`src/rtl/id_scan_pkg.sv`:
```
// id_scan_pkg: shared state encodings and character-class helpers for the identifier scan arbiter
package id_scan_pkg;
  typedef enum logic [1:0] {IDLE, SCAN, DRAIN, REPORT} state_t;
  typedef enum logic [1:0] {S0, S1, S2} core_t;
  function automatic logic is_letter(input logic [7:0] c);
    return (c >= "A" && c <= "Z") || (c >= "a" && c <= "z");
  endfunction
  function automatic logic is_digit(input logic [7:0] c);
    return c >= "0" && c <= "9";
  endfunction
endpackage

```
`src/rtl/id_rec_core.sv`:
```
// id_rec_core: identifier recognizer, out high on a digit once a letter has been seen in the current word
module id_rec_core import id_scan_pkg::*; (
  input  logic       clk,
  input  logic       rst_n,
  input  logic       ce,
  input  logic       clr,
  input  logic [7:0] char,
  output logic       out
);
  core_t st;
  always_ff @(posedge clk)
    if (!rst_n || clr) begin
      st  <= S0;
      out <= 1'b0;
    end else if (ce) begin
      st  <= is_letter(char) ? S1 : (st != S0 && is_digit(char)) ? S2 : S0;
      out <= st != S0 && is_digit(char);
    end
endmodule

```
`src/rtl/id_scan_arbiter.sv`:
```
// id_scan_arbiter: round-robin sharing of one identifier recognizer, counting matches per delimited string
module id_scan_arbiter import id_scan_pkg::*; #(
  parameter int         NREQ  = 2,
  parameter logic [7:0] DELIM = 8'h00,
  parameter int         CNT_W = 8
) (
  input  logic                    clk,
  input  logic                    rst_n,
  input  logic [NREQ-1:0]         req,
  input  logic [8*NREQ-1:0]       char_in,
  input  logic [NREQ-1:0]         char_valid,
  output logic [NREQ-1:0]         char_ready,
  output logic [NREQ-1:0]         grant,
  output logic                    done,
  output logic [$clog2(NREQ)-1:0] done_id,
  output logic [CNT_W-1:0]        match_cnt,
  output logic                    hit
);
  localparam int IW = $clog2(NREQ);
  state_t           state;
  logic [IW-1:0]    ptr, pick;
  logic [CNT_W-1:0] cnt, cnt_nxt;
  logic [7:0]       sel;
  logic             accept, acc_d, prev_out, out, clr;
  assign char_ready = state == SCAN ? grant : '0;
  assign accept     = |(char_valid & char_ready);
  assign clr        = state == IDLE && |req;
  assign cnt_nxt    = (acc_d && out && !prev_out && cnt != '1) ? cnt + 1'b1 : cnt;
  // Walking k downwards leaves the nearest requester after ptr as the final pick.
  always_comb begin
    pick = ptr;
    sel  = '0;
    for (int k = NREQ; k >= 1; k--)
      if (req[(int'(ptr) + k) % NREQ]) pick = IW'((int'(ptr) + k) % NREQ);
    for (int i = 0; i < NREQ; i++)
      if (grant[i]) sel = char_in[8*i +: 8];
  end
  id_rec_core u_core (
    .clk   (clk),
    .rst_n (rst_n),
    .ce    (accept),
    .clr   (clr),
    .char  (sel),
    .out   (out)
  );
  always_ff @(posedge clk)
    if (!rst_n) begin
      state     <= IDLE;
      grant     <= '0;
      ptr       <= IW'(NREQ - 1);
      cnt       <= '0;
      prev_out  <= 1'b0;
      acc_d     <= 1'b0;
      done      <= 1'b0;
      done_id   <= '0;
      match_cnt <= '0;
      hit       <= 1'b0;
    end else begin
      acc_d <= accept;
      done  <= 1'b0;
      cnt   <= cnt_nxt;
      if (acc_d) prev_out <= out;
      case (state)
        IDLE: if (|req) begin
          grant    <= NREQ'(1) << pick;
          ptr      <= pick;
          cnt      <= '0;
          prev_out <= 1'b0;
          state    <= SCAN;
        end
        SCAN: if (accept && sel == DELIM) state <= DRAIN;
        DRAIN: begin
          state     <= REPORT;
          done      <= 1'b1;
          done_id   <= ptr;
          match_cnt <= cnt_nxt;
          hit       <= cnt_nxt != '0;
        end
        REPORT: begin
          grant <= '0;
          state <= IDLE;
        end
      endcase
    end
endmodule

```
`config.mk`:
```
export PLATFORM = sky130hd
export DESIGN_NAME = id_scan_arbiter
export DESIGN_NICKNAME = d
export VERILOG_FILES = /design/src/rtl/id_scan_pkg.sv /design/src/rtl/id_rec_core.sv /design/src/rtl/id_scan_arbiter.sv
export SDC_FILE = /design/constraint.sdc
export NUM_CORES = 1
export LEC_CHECK = 0
export CAP_MARGIN = 20
export CORE_MARGIN = 3
export CORE_UTILIZATION = 40
export CTS_CLUSTER_SIZE = 28
export DETAILED_ROUTE_END_ITERATION = 6
export GPL_TIMING_DRIVEN = 0
export PLACE_DENSITY = 0.65
export SYNTH_ARGS = -nofsm -noshare
export SYNTH_HDL_FRONTEND = slang
export SYNTH_HIERARCHICAL = 1
export SYNTH_SLANG_ARGS = --single-unit
```
`constraint.sdc`:
```
create_clock -name clk -period 1.7 [get_ports clk]
set_input_delay 0.425 -clock clk [delete_from_list [all_inputs] [get_ports clk]]
set_output_delay 0.425 -clock clk [all_outputs]
set_load 0.01 [all_outputs]
```
After elaboration in Yosys (flattened, before gate mapping)

Cells that the tools add are included.

Add/subtract/negate cells: 3
Magnitude comparators: 8
Multiply operators: 0
Shift-type cells: 1
Eq/ne operators: 6
Mux-type cells: 25
Divide/modulo/power cells: 0
Reduce and logical (&&, ||, !) cells: 23
Bitwise logic cells: 3

Operator list:

| kind                                                               | number |
|---|---|
| 2-to-1 mux 8 bit                                                   | 5 |
| greater-or-equal comparator 8 x 7 -> 1 bit (second input constant) | 2 |
| <= comparator 8 x 7 -> 1 bit (second input constant)               | 2 |
| 2-to-1 mux 1 bit                                                   | 12 |
| 2-to-1 mux 2 bit                                                   | 6 |
| logical AND 1 bit                                                  | 9 |
| adder 8 x 1 -> 8 bit (second input constant)                       | 1 |
| greater-or-equal comparator 8 x 6 -> 1 bit (second input constant) | 1 |
| <= comparator 8 x 6 -> 1 bit (second input constant)               | 1 |
| logical NOT 8 bit                                                  | 1 |
| inequality test 8 bit (second input constant)                      | 1 |
| case mux 2 bit (4 select lines)                                    | 1 |
| nonzero test 8 bit                                                 | 1 |
| less-than comparator 2 x 3 -> 1 bit (second input constant)        | 2 |
| AND reduction 2 bit                                                | 3 |
| equality test 2 bit (second input constant)                        | 2 |
| inequality test 2 x 1 -> 1 bit (second input constant)             | 2 |
| case mux 2 bit (2 select lines)                                    | 1 |
| nonzero test 2 bit                                                 | 2 |
| OR reduction 2 bit                                                 | 2 |
| adder 1 bit (second input constant)                                | 2 |
| AND 1 bit (first input constant)                                   | 2 |
| AND 2 bit                                                          | 1 |
| equality test 2 x 1 -> 1 bit (second input constant)               | 1 |
| 4 further kinds                                                    | 6 |

Bits in latches: 0
Register bits after elaboration: 29
Memories: 0
Output and inout port bits: 15
Logic and storage cells: 81
Bits in writable memories: 0
ROM bits: 0

Longest topological paths before layout

Depth after elaboration: 10
Gate-level depth with buffers: 6
Mapped depth without buffers: 6

Modules after synthesis

The synthesis kept the hierarchy.

By module, submodules not included:

| module          | cells each | area each (sq um) | times used |
|---|---|---|---|
| id_scan_arbiter | 161        | 1440.1            | 1 |
| id_rec_core     | 20         | 167.7             | 1 |

Worst setup path before layout

OpenSTA, ideal clock, no wires.

Path kind: register to register
From: reg grant[1]
To: reg u_core.st[0]
Data arrival time: 1.462 ns
Stages on the path, launching flop included: 6
Period minus slack after synthesis: 1.521 ns
Slack: 0.179 ns
Buffers on the path: 1
Data required time: 1.641 ns
Setup time: 0.059 ns
Cell sequence: dfxtp_1 -> clkbuf_1 -> a22o_1 -> nor3_1 -> a2111oi_0 -> a2bb2o_1

Word-level cells in the longest chain between the ends: 5
Elaborated cells between the ends (all ways): 12
Those cells by class: order compare: 4; mux: 3; bitwise: 1; reduce/logical: 4

RTL lines:

| what                                                                                       | line                  | RTL |
|---|---|---|
| start: declaration                                                                         | id_scan_arbiter.sv:13 | `output logic [NREQ-1:0] grant,` |
| start signal: assignment                                                                   | id_scan_arbiter.sv:65 | `grant <= NREQ'(1) << pick;` |
| 2-to-1 mux 8 bit (*)                                                                       | id_scan_arbiter.sv:36 | `if (grant[i]) sel = char_in[8*i +: 8];` |
| named net sel[4]                                                                           | id_scan_arbiter.sv:23 | `logic [7:0] sel;` |
| greater-or-equal comparator 8 x 7 -> 1 bit or <= comparator 8 x 7 -> 1 bit (tied branches) | id_scan_pkg.sv:6      | `return (c >= "A" && c <= "Z") \|\| (c >= "a" && c <= "z");` |
| logical AND 1 bit                                                                          | id_scan_pkg.sv:6      |  |
| logical OR 1 bit (*)                                                                       | id_scan_pkg.sv:6      |  |
| 2-to-1 mux 2 bit (*)                                                                       | id_rec_core.sv:16     | `st <= is_letter(char) ? S1 : (st != S0 && is_digit(char)) ? S2 : S0;` |
| end signal: assignment                                                                     | id_rec_core.sv:16     |  |
| end: declaration                                                                           | id_rec_core.sv:10     | `core_t st;` |

The timed path passes the listed nets; every way through them passes the cells marked *.
A chain may end at the register's enable or synchronous reset.

Final worst setup path

From: reg state[1]
To: out char_ready[1]

Word-level cells in the longest chain between the ends: 2

RTL lines:

| what                         | line                  | RTL |
|---|---|---|
| start: declaration           | id_scan_arbiter.sv:20 | `state_t state;` |
| start signal: assignment     | id_scan_arbiter.sv:48 | `state <= IDLE;` |
| start signal: assignment     | id_scan_arbiter.sv:69 | `state <= SCAN;` |
| start signal: assignment     | id_scan_arbiter.sv:71 | `SCAN: if (accept && sel == DELIM) state <= DRAIN;` |
| equality test 2 x 1 -> 1 bit | id_scan_arbiter.sv:25 | `assign char_ready = state == SCAN ? grant : '0;` |
| 2-to-1 mux 2 bit             | id_scan_arbiter.sv:25 |  |
| end: declaration             | id_scan_arbiter.sv:12 | `output logic [NREQ-1:0] char_ready,` |

Every way passes these cells.

==> run summary <==
Hold_sp: match_cnt[3]$_SDFFE_PN0P_
Gr ovfl total: 0
H-tree levels: 2
Hold path cells: 1
Largest stage delay on the critical path: 0.32 ns
Area leader, netlist: dfxtp_1
Critical path endpoint category: primary output
Die area: 0.00482 mm2
Synth area leaders: dfxtp_1, mux2i_1, ha_1, a22o_1, nor2b_1
Worst r2r path cells: 6
Final ANT Viol Nets: 0
Footprint of the multi-input gates: 0.00100 mm2
Total CTS buffers: 5
MaxCap Viol Count: 0
Post-route DRC: 0
Sequential Area: 588 um2
Number of synthesized flops with an enable pin: 0
Iteration count of the initial detailed-routing pass: 4
Mapped cell area: 0.00161 mm2
Ys async rst share: 0
Highest-delay cell along the critical path: dfxtp_2
Worst slew pin tran: 0.413 ns
Syn Area/Cell: 8.88 um2
Reg-to-reg startpoint: cnt[0]$_SDFF_PN0_
Hold Fails Final Rpt: 0
Non-Filler Instances: 274
Clock Skew: 0.00301 ns
Post-placement cell count: 265
Die W: 69.4 um
Status: finished clean
Final worst path period share: 0.988
Critical path peak fanout: 4
Worst path cell trace: inv_1 > ha_2 > and2_1 > clkdlybuf4s15_2
Leak: 0.811 nW
Core Region: 0.00377 mm2
Number of global-route vias before repair: 1432
Layout area overhead: 36.3%
CTS tree: done
WP data required: 1.27 ns
Count of final setup violators: 0
Min-Delay Path Class: flip-flop to flip-flop
Synth unique cells: 46
Pwr Density: 1120 mW/mm2
Worst vdd ir: 600 uV
Initial Util: 0.426
Antenna cells: 0
Initial DRC Count: 93
Final max-slew violation count: 0
Yosys warning count: 6
Clock-pin slew on the worst setup and hold paths: 0.06 ns
GRT Total Usage: 0.175
WS Path Type: flip-flop to primary output
Count of buffers from port buffering: 36
Layout cells sized above 1: 0.173
Routability cong.: 0.878
WP data arrival: 1.26 ns
Avg Vias per Cell: 5.32
Hold Buf Count CTS: 0
Largest delay contributor family on the critical path: flip-flops
Hold endpoint: match_cnt[3]$_SDFFE_PN0P_
Sequential fraction of the synthesis area: 0.361
Placed wire-length estimate: 3010 um
Initial antenna violation count: 0
Main flop type after synthesis: dfxtp_1
Root buffer cell: clkbuf_8
Worst Setup Start Kind: flip-flop
Fin Setup TNS: 0 ns
Worst-case clock buffer depth: 2
Fillers: 337
Maximum clock rate: 595 MHz
Max transition margin: 0.724
Final nets: 253
Top-Level Pins: 37
First-pass GRT wire length: 6810 um
CTS sink count: 29
Post-DR wirelength/cell: 15.0 um
Unrepaired setup endpoints after global routing: yes
Reg2reg setup slack: 0.10 ns
Share of the synthesized area in the top cell type: 0.361
Largest net degree at the start of global routing: 11
Worst path bufs/invs: 2
Power Total: 2.44 mW
Clock Latency Late Sink: 0.28 ns
Syn nets: 209
Cells after Synth: 181
Tmin final: 1.68 ns
Via count: 1457
Synth Register Bits: 29
FP Rows: 22
Total wire length: 4120 um
Die extent in y: 69.4 um
R2R Path End: hit$_SDFFE_PN0P_
sequential cells by signal (all words and copies together) (netlist names):
register    flops
state           2
u_core/st       2
cnt             8
u_core/out      1
done_id         1
grant           2
acc_d           1
prev_out        1
ptr             1
match_cnt       8
done            1
hit             1
repair_timing:
item,4_1_cts,5_1_grt
setup buffers,2,1
setup endpoints to repair,12,20
resized for setup,14,14
report_power, final:
| group | internal [mW] | leakage [nW] | switching (mW) | total, mW |
|---|---|---|---|---|
| logic | 0.496 | 0.519 | 0.469 | 0.965 |
| clock network | 0.365 | 0.0542 | 0.264 | 0.629 |
| registers | 0.776 | 0.238 | 0.0732 | 0.849 |
per-stage QoR:
| step | instance area (um2) | util | worst slack [ns] | hold slack (ns) |
|---|---|---|---|---|
| floorplan | 1610 | - | 0.179 | 0.450 |
| global placement | 2030 | 0.538 | -0.288 | 0.463 |
| detailed placement | 2030 | 0.538 | -0.336 | 0.468 |
| CTS | 2160 | 0.574 | 0.000495 | 0.483 |
| global route | 2190 | 0.581 | -0.0310 | 0.513 |
| finish | 2190 | 0.581 | 0.0196 | 0.478 |
area by class of cell:
type,instances,area share
tap,48,0.0274
timing repair buffer,39,0.173
clock buffer,7,0.0440
buffer,7,0.0188
sequential,29,0.268
clock inverter,1,0.00228
inverter,5,0.00857
multi-input combinational,138,0.457
cells by family (layout without fill, tap and decap cells):
kind of cell / count (synthesis) / after routing / synth area share
compound gates: 45 / 45 / 0.211
xor+xnor: 2 / 2 / 0.0109
fa+ha+maj: 6 / 6 / 0.0467
buf+inv: 14 / 59 / 0.0389
flops: 29 / 29 / 0.361
mux: 13 / 13 / 0.0817
simple gates: 72 / 72 / 0.250
cell usage after synthesis (all sizes together), types with 4 or more instances:
master	n
ha	6
o21ai	8
a31oi	6
nand2b	6
nor2b	12
a22o	8
nor3	6
nand2	11
a21oi	6
o211a	4
clkbuf	7
nor2	13
inv	5
and2	7
dfxtp	29
nand3	5
mux2i	12
routing by layer:
layer	GRT usage	vias up	part of all wire
li1	-	743	-
met1	0.229	689	0.47
met2	0.282	20	0.49
met3	0.0362	5	0.025
met4	0.0672	0	0.013
met5	0	-	0
cells in the final DEF (no fill, tap or decap), drive strengths merged, types with 2 or more instances in the layout:
master          n
xnor2           2
a31oi           6
nand2          11
nor2           13
inv             5
nand2b          6
buf             5
dfxtp          29
mux2i          12
and3            3
o21ai           8
nor2b          12
clkdlybuf4s50  34
o21a            2
and2            7
nor3            6
ha              6
nand3           5
clkbuf         13
o211a           4
a32oi           2
a22o            8
a21oi           6
worst reg2reg max path, cell delays in order, from the launching register on:
cell	delay, ns
dfxtp_2	0.37
ha_2	0.20
and4b_2	0.27
nand3_1	0.12
mux2i_2	0.26
o211a_1	0.18
a31oi_1	0.08
how the worst max path moves through the flow:
stage | to | slack (ns) | cells after the start | startpoint
6_report | char_ready[1] | 0.02 | 4 | state[1]$_SDFFE_PN0P_
5_1_grt | state[1]$_SDFFE_PN0P_ | -0.03 | 6 | state[0]$_SDFFE_PN0P_
4_1_cts | char_ready[0] | 0.0005 | 4 | state[1]$_SDFFE_PN0P_
3_5_place_dp | u_core/st[0]$_SDFFE_PP0P_ | -0.34 | 6 | char_valid[0]
3_3_place_gp | u_core/st[0]$_SDFFE_PP0P_ | -0.29 | 6 | char_valid[0]
2_1_floorplan | u_core/st[0]$_SDFFE_PP0P_ | 0.18 | 5 | grant[1]$_SDFFE_PN0P_
(Power assumes the default switching activity.)
